### src/rtl/sp_fwd_unit.sv
// Stack-pointer forwarding and update unit.
// Picks the effective SP from the youngest valid in-flight copy or the
// architectural SP. It computes push/pop addresses and the next SP into
// registered outputs. An illegal op latches a fault state, and the fault
// state holds until software clears it.
module sp_fwd_unit #(
  parameter int unsigned      WIDTH       = 32,
  parameter int unsigned      STAGES      = 2,
  parameter logic [WIDTH-1:0] SP_RESET    = WIDTH'(32'h000FFFFF),
  parameter logic [WIDTH-1:0] STACK_LIMIT = WIDTH'(32'h000F0000),
  parameter int unsigned      STEP        = 2
) (
  input  logic                     clk,
  input  logic                     rst_n,
  input  logic                     enable,
  input  logic [STAGES-1:0]        fwd_valid,
  input  logic [STAGES*WIDTH-1:0]  fwd_value,
  input  logic                     commit_valid,
  input  logic [WIDTH-1:0]         commit_value,
  input  logic                     push,
  input  logic                     pop,
  input  logic                     fault_clr,
  output logic [WIDTH-1:0]         mem_addr,
  output logic [WIDTH-1:0]         sp_new,
  output logic                     op_valid,
  output logic                     overflow,
  output logic                     underflow,
  output logic                     fault
);

  typedef enum logic [0:0] {StRun, StFault} state_e;

  // Bounds are compared one bit wider so that a wrapped sum can never look legal.
  localparam logic [WIDTH:0]   StepExt   = (WIDTH+1)'(STEP);
  localparam logic [WIDTH:0]   PushBound = {1'b0, STACK_LIMIT} + StepExt;
  localparam logic [WIDTH:0]   PopBound  = {1'b0, SP_RESET};
  localparam logic [WIDTH-1:0] StepW     = WIDTH'(STEP);

  state_e           state_q;
  logic [WIDTH-1:0] sp_arch_q;
  logic [WIDTH-1:0] mem_addr_q;
  logic [WIDTH-1:0] sp_new_q;
  logic             op_valid_q;
  logic             overflow_q;
  logic             underflow_q;

  logic [WIDTH-1:0] eff;
  logic [WIDTH:0]   pop_sum;
  logic             push_req;
  logic             pop_req;
  logic             push_ok;
  logic             pop_ok;

  // Effective SP: the lowest-index valid stage wins, so it is written last.
  always_comb begin
    eff = sp_arch_q;
    for (int i = int'(STAGES) - 1; i >= 0; i--) begin
      if (fwd_valid[i]) begin
        eff = fwd_value[i*WIDTH +: WIDTH];
      end
    end
  end

  // Op decode and bound checks. Simultaneous push and pop decode as no op.
  always_comb begin
    push_req = push & ~pop;
    pop_req  = pop & ~push;
    pop_sum  = {1'b0, eff} + StepExt;
    push_ok  = ({1'b0, eff} >= PushBound);
    pop_ok   = (pop_sum <= PopBound);
  end

  // Architectural SP, fault FSM and registered op outputs.
  always_ff @(posedge clk or negedge rst_n) begin
    if (!rst_n) begin
      state_q     <= StRun;
      sp_arch_q   <= SP_RESET;
      mem_addr_q  <= '0;
      sp_new_q    <= '0;
      op_valid_q  <= 1'b0;
      overflow_q  <= 1'b0;
      underflow_q <= 1'b0;
    end else begin
      // Commit is independent of enable and of the fault state.
      if (commit_valid) begin
        sp_arch_q <= commit_value;
      end
      op_valid_q <= 1'b0;
      if (fault_clr) begin
        overflow_q  <= 1'b0;
        underflow_q <= 1'b0;
        state_q     <= StRun;
      end
      if (enable) begin
        unique case (state_q)
          StRun: begin
            if (push_req) begin
              if (push_ok) begin
                mem_addr_q <= eff;
                sp_new_q   <= eff - StepW;
                op_valid_q <= 1'b1;
              end else begin
                overflow_q <= 1'b1;
                state_q    <= StFault;
              end
            end else if (pop_req) begin
              if (pop_ok) begin
                mem_addr_q <= pop_sum[WIDTH-1:0];
                sp_new_q   <= pop_sum[WIDTH-1:0];
                op_valid_q <= 1'b1;
              end else begin
                underflow_q <= 1'b1;
                state_q     <= StFault;
              end
            end
          end
          StFault: begin
            // Ops are ignored until fault_clr returns the FSM to run.
          end
        endcase
      end
    end
  end

  assign mem_addr  = mem_addr_q;
  assign sp_new    = sp_new_q;
  assign op_valid  = op_valid_q;
  assign overflow  = overflow_q;
  assign underflow = underflow_q;
  assign fault     = (state_q == StFault);

endmodule

### config.mk
export PLATFORM = sky130hd
export DESIGN_NAME = sp_fwd_unit
export DESIGN_NICKNAME = d
export VERILOG_FILES = /design/src/rtl/sp_fwd_unit.sv
export SDC_FILE = /design/constraint.sdc
export NUM_CORES = 1
export LEC_CHECK = 0
export ABC_AREA = 1
export CAP_MARGIN = 10
export CORE_UTILIZATION = 25
export DETAILED_ROUTE_END_ITERATION = 8
export SLEW_MARGIN = 5
export SYNTH_ARGS = -nofsm -noshare
export SYNTH_HDL_FRONTEND = slang
export SYNTH_SLANG_ARGS = --single-unit
### constraint.sdc
create_clock -name clk -period 3.05 [get_ports clk]
set_clock_uncertainty 0.2 [all_clocks]
set_input_delay 0.305 -clock clk [delete_from_list [all_inputs] [get_ports clk]]
set_output_delay 0.305 -clock clk [all_outputs]
set_load 0.02 [all_outputs]
==> summary.txt <==
Starting Density - 25.7%
drt drc - 0
post-route setup TNS - 0 ns
I/O pins - 173
RSZ-0062 raised after global routing - yes
Post-Syn Nets - 1,343
Die ar. - 31,600 µm²
worst vdd ir - 0.274 mV
Die Wd - 178 µm
WHS - 0.258 ns
Worst Hold Class - primary input to flip-flop
share of cells above drive strength 1 - 31.6%
CTS tree - yes
Antenna Diode Count - 0
# port buffers - 172
Min Clock Period, post-route - 3.04 ns
Total Power - 5.47 mW
CORE AREA - 30,000 µm²
DP HPWL - 23,900 µm
post-synthesis cell type count - 40
drt wl/cell - 15.5 µm
Max Transition Viols Final - 0
LEAKAGE - 6.10 nW
sequential area share after synthesis - 32.5%
CTS Buf Count - 9
vias - 9,312
Seq cells post-synth - 99
Post-Syn Instances - 1,232
Hold Path Cell Cnt - 3
Detail Route Antenna Nets - 0
CP Capture Type - flip-flop
Rel. slew slack - 58.5%
Layout Nets - 1,721
row count - 63
GRT overflow - 0
Area Growth Syn to Fin - 67.4%
Synth Flop Type - dfrtp_1
R2R depth - 21
largest net degree at the start of global routing - 57
Worst Tran Pin Value - 0.623 ns
syn_area_per_cell - 6.26 µm²
max_cap viols - 0
Crit Path Max Fanout - 8
Clock Sink Count - 99
Critical Path Source Type - flip-flop
DRT iter0 DRCs - 612
total wire length - 31,200 µm
Final Hold Fails - 0
GP Congestion - 0.953
Avg Vias per Cell - 4.64
antenna violations before repair - 0
root buffer cell - clkbuf_16
number of synthesis warnings - 0
H-tree depth - 3
global-route wire length before repair - 47,700 µm
GRT Total Usage - 19.3%
CP arrival - 3.10 ns
Max Buffers Root-to-Sink - 2
P per Cell Area - 423 nW/µm²
worst skew pair latency - 0.37 ns
Synth async-reset ratio - 100%
FMAX - 0.329 GHz
drt pass-1 iters - 5
crit path kind - flip-flop to flip-flop
Post-synth EDFFs - 0
Worst Path Required - 3.11 ns
status - finished clean
Worst-path clk slew - 0.08 ns
fin crit share - 99.7%
die height - 178 µm
endpoints failing setup - 0
vias in the first global route - 8,784
Post-Syn Area - 7710 µm²
## per-layer routing
| layer | wire length [µm] | share of wire, % | GRT usage [%] | vias up |
|---|---|---|---|---|
| li1 | - | - | - | 4696 |
| met3 | 1960 | 6.3 | 2.96 | 17 |
| met4 | 214 | 0.69 | 3.35 | 0 |
| met5 | 0 | 0 | 0 | - |
| met1 | 15500 | 50 | 29.1 | 4264 |
| met2 | 13500 | 43 | 29.0 | 335 |
## cell usage after synthesis (12+ instances only)
| master | number | area share [%] |
|---|---|---|
| nor2_1 | 100 | 4.9 |
| dfrtp_1 | 79 | 26 |
| inv_1 | 55 | 2.7 |
| or2_2 | 14 | 1.1 |
| nor2_2 | 12 | 0.97 |
| nand2_1 | 577 | 28 |
| dfstp_2 | 20 | 6.8 |
| nor3_1 | 14 | 0.91 |
| clkbuf_1 | 17 | 0.83 |
| buf_2 | 16 | 1.0 |
| o21ai_0 | 63 | 4.1 |
| mux2_2 | 28 | 4.1 |
| nand3_1 | 145 | 9.4 |
## state kept, by name, indices dropped and copies added (netlist names)
register,flops
op_valid,1
sp_arch_q,32
overflow,1
fault,1
underflow,1
sp_new,31
mem_addr,32
## layout make-up
type	instances	area (µm²)
Fill cell	3068	17000
Multi-Input combinational cell	1022	5370
Timing Repair Buffer	418	4020
Sequential cell	99	2500
Tap cell	390	488
Inverter	60	244
Clock buffer	10	229
Clock inverter	6	57.6
## timing repair
| action | 4_1_cts | 5_1_grt |
|---|---|---|
| endpoints found under the setup margin | 66 | 66 |
| hold buffers | 1 | 0 |
| cloned | 4 | 12 |
| buffers inserted | 5 | 14 |
| pin swaps | 11 | 46 |
| gates resized for setup | 57 | 168 |
| hold endpoints to repair | 23 | 0 |
## critical path, stage by stage, from the launching register on
cell and delay [ns]:
dfstp_2 0.55, nand2_2 0.06, nand2_2 0.06, nand2_2 0.05, nand2_4 0.11, nand2_2 0.08, nor2_4 0.15, buf_4 0.14
nand2_4 0.09, nor2_4 0.15, nand3_1 0.08, nand2_1 0.13, nand2_1 0.06, inv_1 0.05, nand2_1 0.05, nor2_1 0.10
nand3_1 0.13, nand3_4 0.20, nand2_8 0.15, clkbuf_16 0.21, nand2_1 0.06, nand2_1 0.04
## final timing paths
| path | startpoint | end | slack [ns] |
|---|---|---|---|
| worst min-delay path | commit_value[19] | sp_arch_q[19] | 0.26 |
| min in group asynchronous | rst_n | mem_addr[3] | 0.27 |
| max in group asynchronous | rst_n | mem_addr[22] | 1.66 |
| worst max-delay path | sp_arch_q[2] | sp_new[28] | 0.01 |
| worst max register to register | sp_arch_q[2] | sp_new[28] | 0.01 |
| worst min register to register | sp_new[2] | sp_new[2] | 0.28 |
## metrics by stage
stage / setup WS (ns) / util [%] / instances / area, µm²
after global placement: -0.702 / 37.8 / 1954 / 11300
final: 0.0103 / 43.1 / 2005 / 12900
after global routing: -0.154 / 43.1 / 2005 / 12900
after detailed placement: -0.764 / 37.8 / 1954 / 11300
after floorplan: 0.423 / - / 1232 / 7710
after CTS: 0.00852 / 40.1 / 1980 / 12000
## report_power, final
group          total (mW)  internal, mW  switching [mW]  leakage (nW)
clock                1.19         0.574           0.620         0.141
combinational        2.47          1.19            1.28          4.75
sequential           1.80          1.60           0.206          1.21
total                5.47          3.36            2.10          6.10
## placed cells by master, fill, tap and decap left out, types with 20 or more instances in the layout
cell type,n
inv_1,51
nor2_1,72
dfstp_2,20
clkdlybuf4s50_1,169
nand2_4,21
nand3_2,29
nand2_1,492
nor2_2,27
mux2_2,28
nand2_2,73
dfrtp_1,79
o21ai_0,61
buf_4,208
nand3_1,116
## cells by family after synthesis
kind of cell	share of synthesized area (%)
and+or+nand+nor	48.7
adders and majority gates	0.974
xor gates and xnor gates	1.02
AOI/OAI and AO/OA	5.70
DFF	32.5
buffers and inverters	7.04
muxes	4.09
Note: power is estimated with default switching activity, not from simulation.
==> patch: new RTL, same flow settings <==
Add an input register stage for `fwd_valid`; this delays it by one clock. The other inputs are not delayed to match.
--- a/src/rtl/sp_fwd_unit.sv
+++ b/src/rtl/sp_fwd_unit.sv
@@ -36,6 +36,12 @@
   localparam logic [WIDTH:0]   PopBound  = {1'b0, SP_RESET};
   localparam logic [WIDTH-1:0] StepW     = WIDTH'(STEP);
 
+  logic [STAGES-1:0] fwd_valid_q;
+
+  always_ff @(posedge clk) begin
+    fwd_valid_q <= fwd_valid;
+  end
+
   state_e           state_q;
   logic [WIDTH-1:0] sp_arch_q;
   logic [WIDTH-1:0] mem_addr_q;
@@ -55,7 +61,7 @@
   always_comb begin
     eff = sp_arch_q;
     for (int i = int'(STAGES) - 1; i >= 0; i--) begin
-      if (fwd_valid[i]) begin
+      if (fwd_valid_q[i]) begin
         eff = fwd_value[i*WIDTH +: WIDTH];
       end
     end
Check against the original RTL: not equivalent (Yosys sat finds a counterexample within 4 cycles, from zero or initial values and one cycle with rst_n low).
==> patch against the original RTL <==
The flow now finishes with violations (setup timing); first-iteration DRC count is 33% lower; final cell count is 1.3% lower; total power is 4.3% lower; largest cell class unchanged; worst setup slack worse by 87 ps; cell area is 4.3% lower; wire length is 4.7% lower; area after synthesis is 0.65% higher; count of clock-buffer cells in the layout is 1 lower; largest power group unchanged; sequential cell count is 2 higher; worst hold slack worse by 96 ps.
==> patch: results (changes against the original RTL) <==
[cells_and_area]
nets = 1688  ; was 1,721
drive_gt1_share_pct = 27.2  ; was 31.6%

[timing]
worstMarginPinSlew_ps = 653  ; was 623 ps
worst_slack_ps = -77.0  ; was 10.3 ps
setup_violations = 63  ; was 0

[power_and_ir_drop]
netSwitchingFraction_pct = 37.7  ; was 38.5%
seqPwrFrac_pct = 34.3  ; was 33.0%
max-vdd-ir-drop_uv = 235  ; was 274 uV
powerDensity_nw_per_um2 = 423  ; about the same
p_leak_nw = 5.87  ; was 6.10 nW

[place]
hpwl_um = 23400  ; was 23,900 um
placed_cells = 1929  ; was 1,954
postPlaceCellArea_um2 = 11200  ; was 11,300 um^2
pre_cts_ws_ps = -361  ; was -764 ps

[global_route]
grtUsageMet3_pct = 3.58  ; was 2.96%
grt_use_met1_pct = 27.5  ; was 29.1%
grt_max_degree = 56  ; was 57
grt.met2_usage_pct = 28.3  ; was 29.0%
grt_usage_pct = 18.9  ; was 19.3%

[outcome]
status = finished, violations left  ; was finished, final reports clean
violations = setup timing

[critical_path]
worstPathArrival_ps = 3180  ; was 3100 ps
crit_fanout = 28  ; was 8

[detailed_routing]
drt-met1-wl_um = 15000  ; was 15,500 um
wl_met3_um = 1660  ; was 1960 um
wl_per_cell_um = 15.0  ; was 15.5 um

[synthesis]
synth_compound_area_share_pct = 6.00  ; was 5.70%
synth_xor_area_share_pct = 1.13  ; was 1.02%
synthCells = 1220  ; was 1,232
synth_common_cells = 551 x nand2_1, 142 x nand3_1, 101 x nor2_1  ; was 577 x nand2_1, 145 x nand3_1, 100 x nor2_1
synthMuxAreaShare_pct = 3.77  ; was 4.09%

## patch: cell types whose count changed after synthesis, sizes merged, moves of 5 or more
cell | before | now
nor2 | 116 | 122
nand4 | 9 | 14
clkbuf | 17 | 12
nor3 | 15 | 10
buf | 35 | 40
o21ai | 65 | 70
nand2 | 587 | 566
## patch: final timing paths
path,cells after the start,endpoint,slack [ps],from
max,20,mem_addr[8],-80,sp_arch_q[2]
min,1,fwd_valid_q[1],160,fwd_valid[1]
max reg2reg,20,mem_addr[8],-80,sp_arch_q[2]
min reg2reg,2,mem_addr[17],270,mem_addr[17]
max in group asynchronous,3,mem_addr[23],1620,rst_n
min in group asynchronous,2,mem_addr[4],320,rst_n
## patch: cell type report
cell class                      instances  area [um^2]
Timing Repair Buffer                  396         3740
Clock inverter                          7         65.1
Inverter                               56          220
Multi-Input combinational cell       1013         5050
Clock buffer                            9          225
Tap cell                              396          495
Sequential cell                       101         2550
Fill cell                            3242        18200
## patch: worst max-delay path: stages (launching register included)
cell and delay [ps]:
dfstp_2 550, nand2_2 80, buf_4 130, nand3_1 50, nand2_1 90, nor2_2 170
nand2_2 120, nor2_4 240, nand2_2 110, nor2_1 110, nand2_1 70, nand2_2 80
nand3_1 90, nor2_2 140, nand2_1 80, nand2_2 80, nand3_4 130, buf_12 170
buf_12 150, nand3_1 90, nand2_1 60
## patch: repair_timing
item	in CTS	in global routing
buffers inserted	13	9
hold buffers	1	0
gates cloned	5	5
setup endpoints to repair	66	66
hold endpoints to repair	24	0
pin swaps	14	28
gates resized for setup	59	69
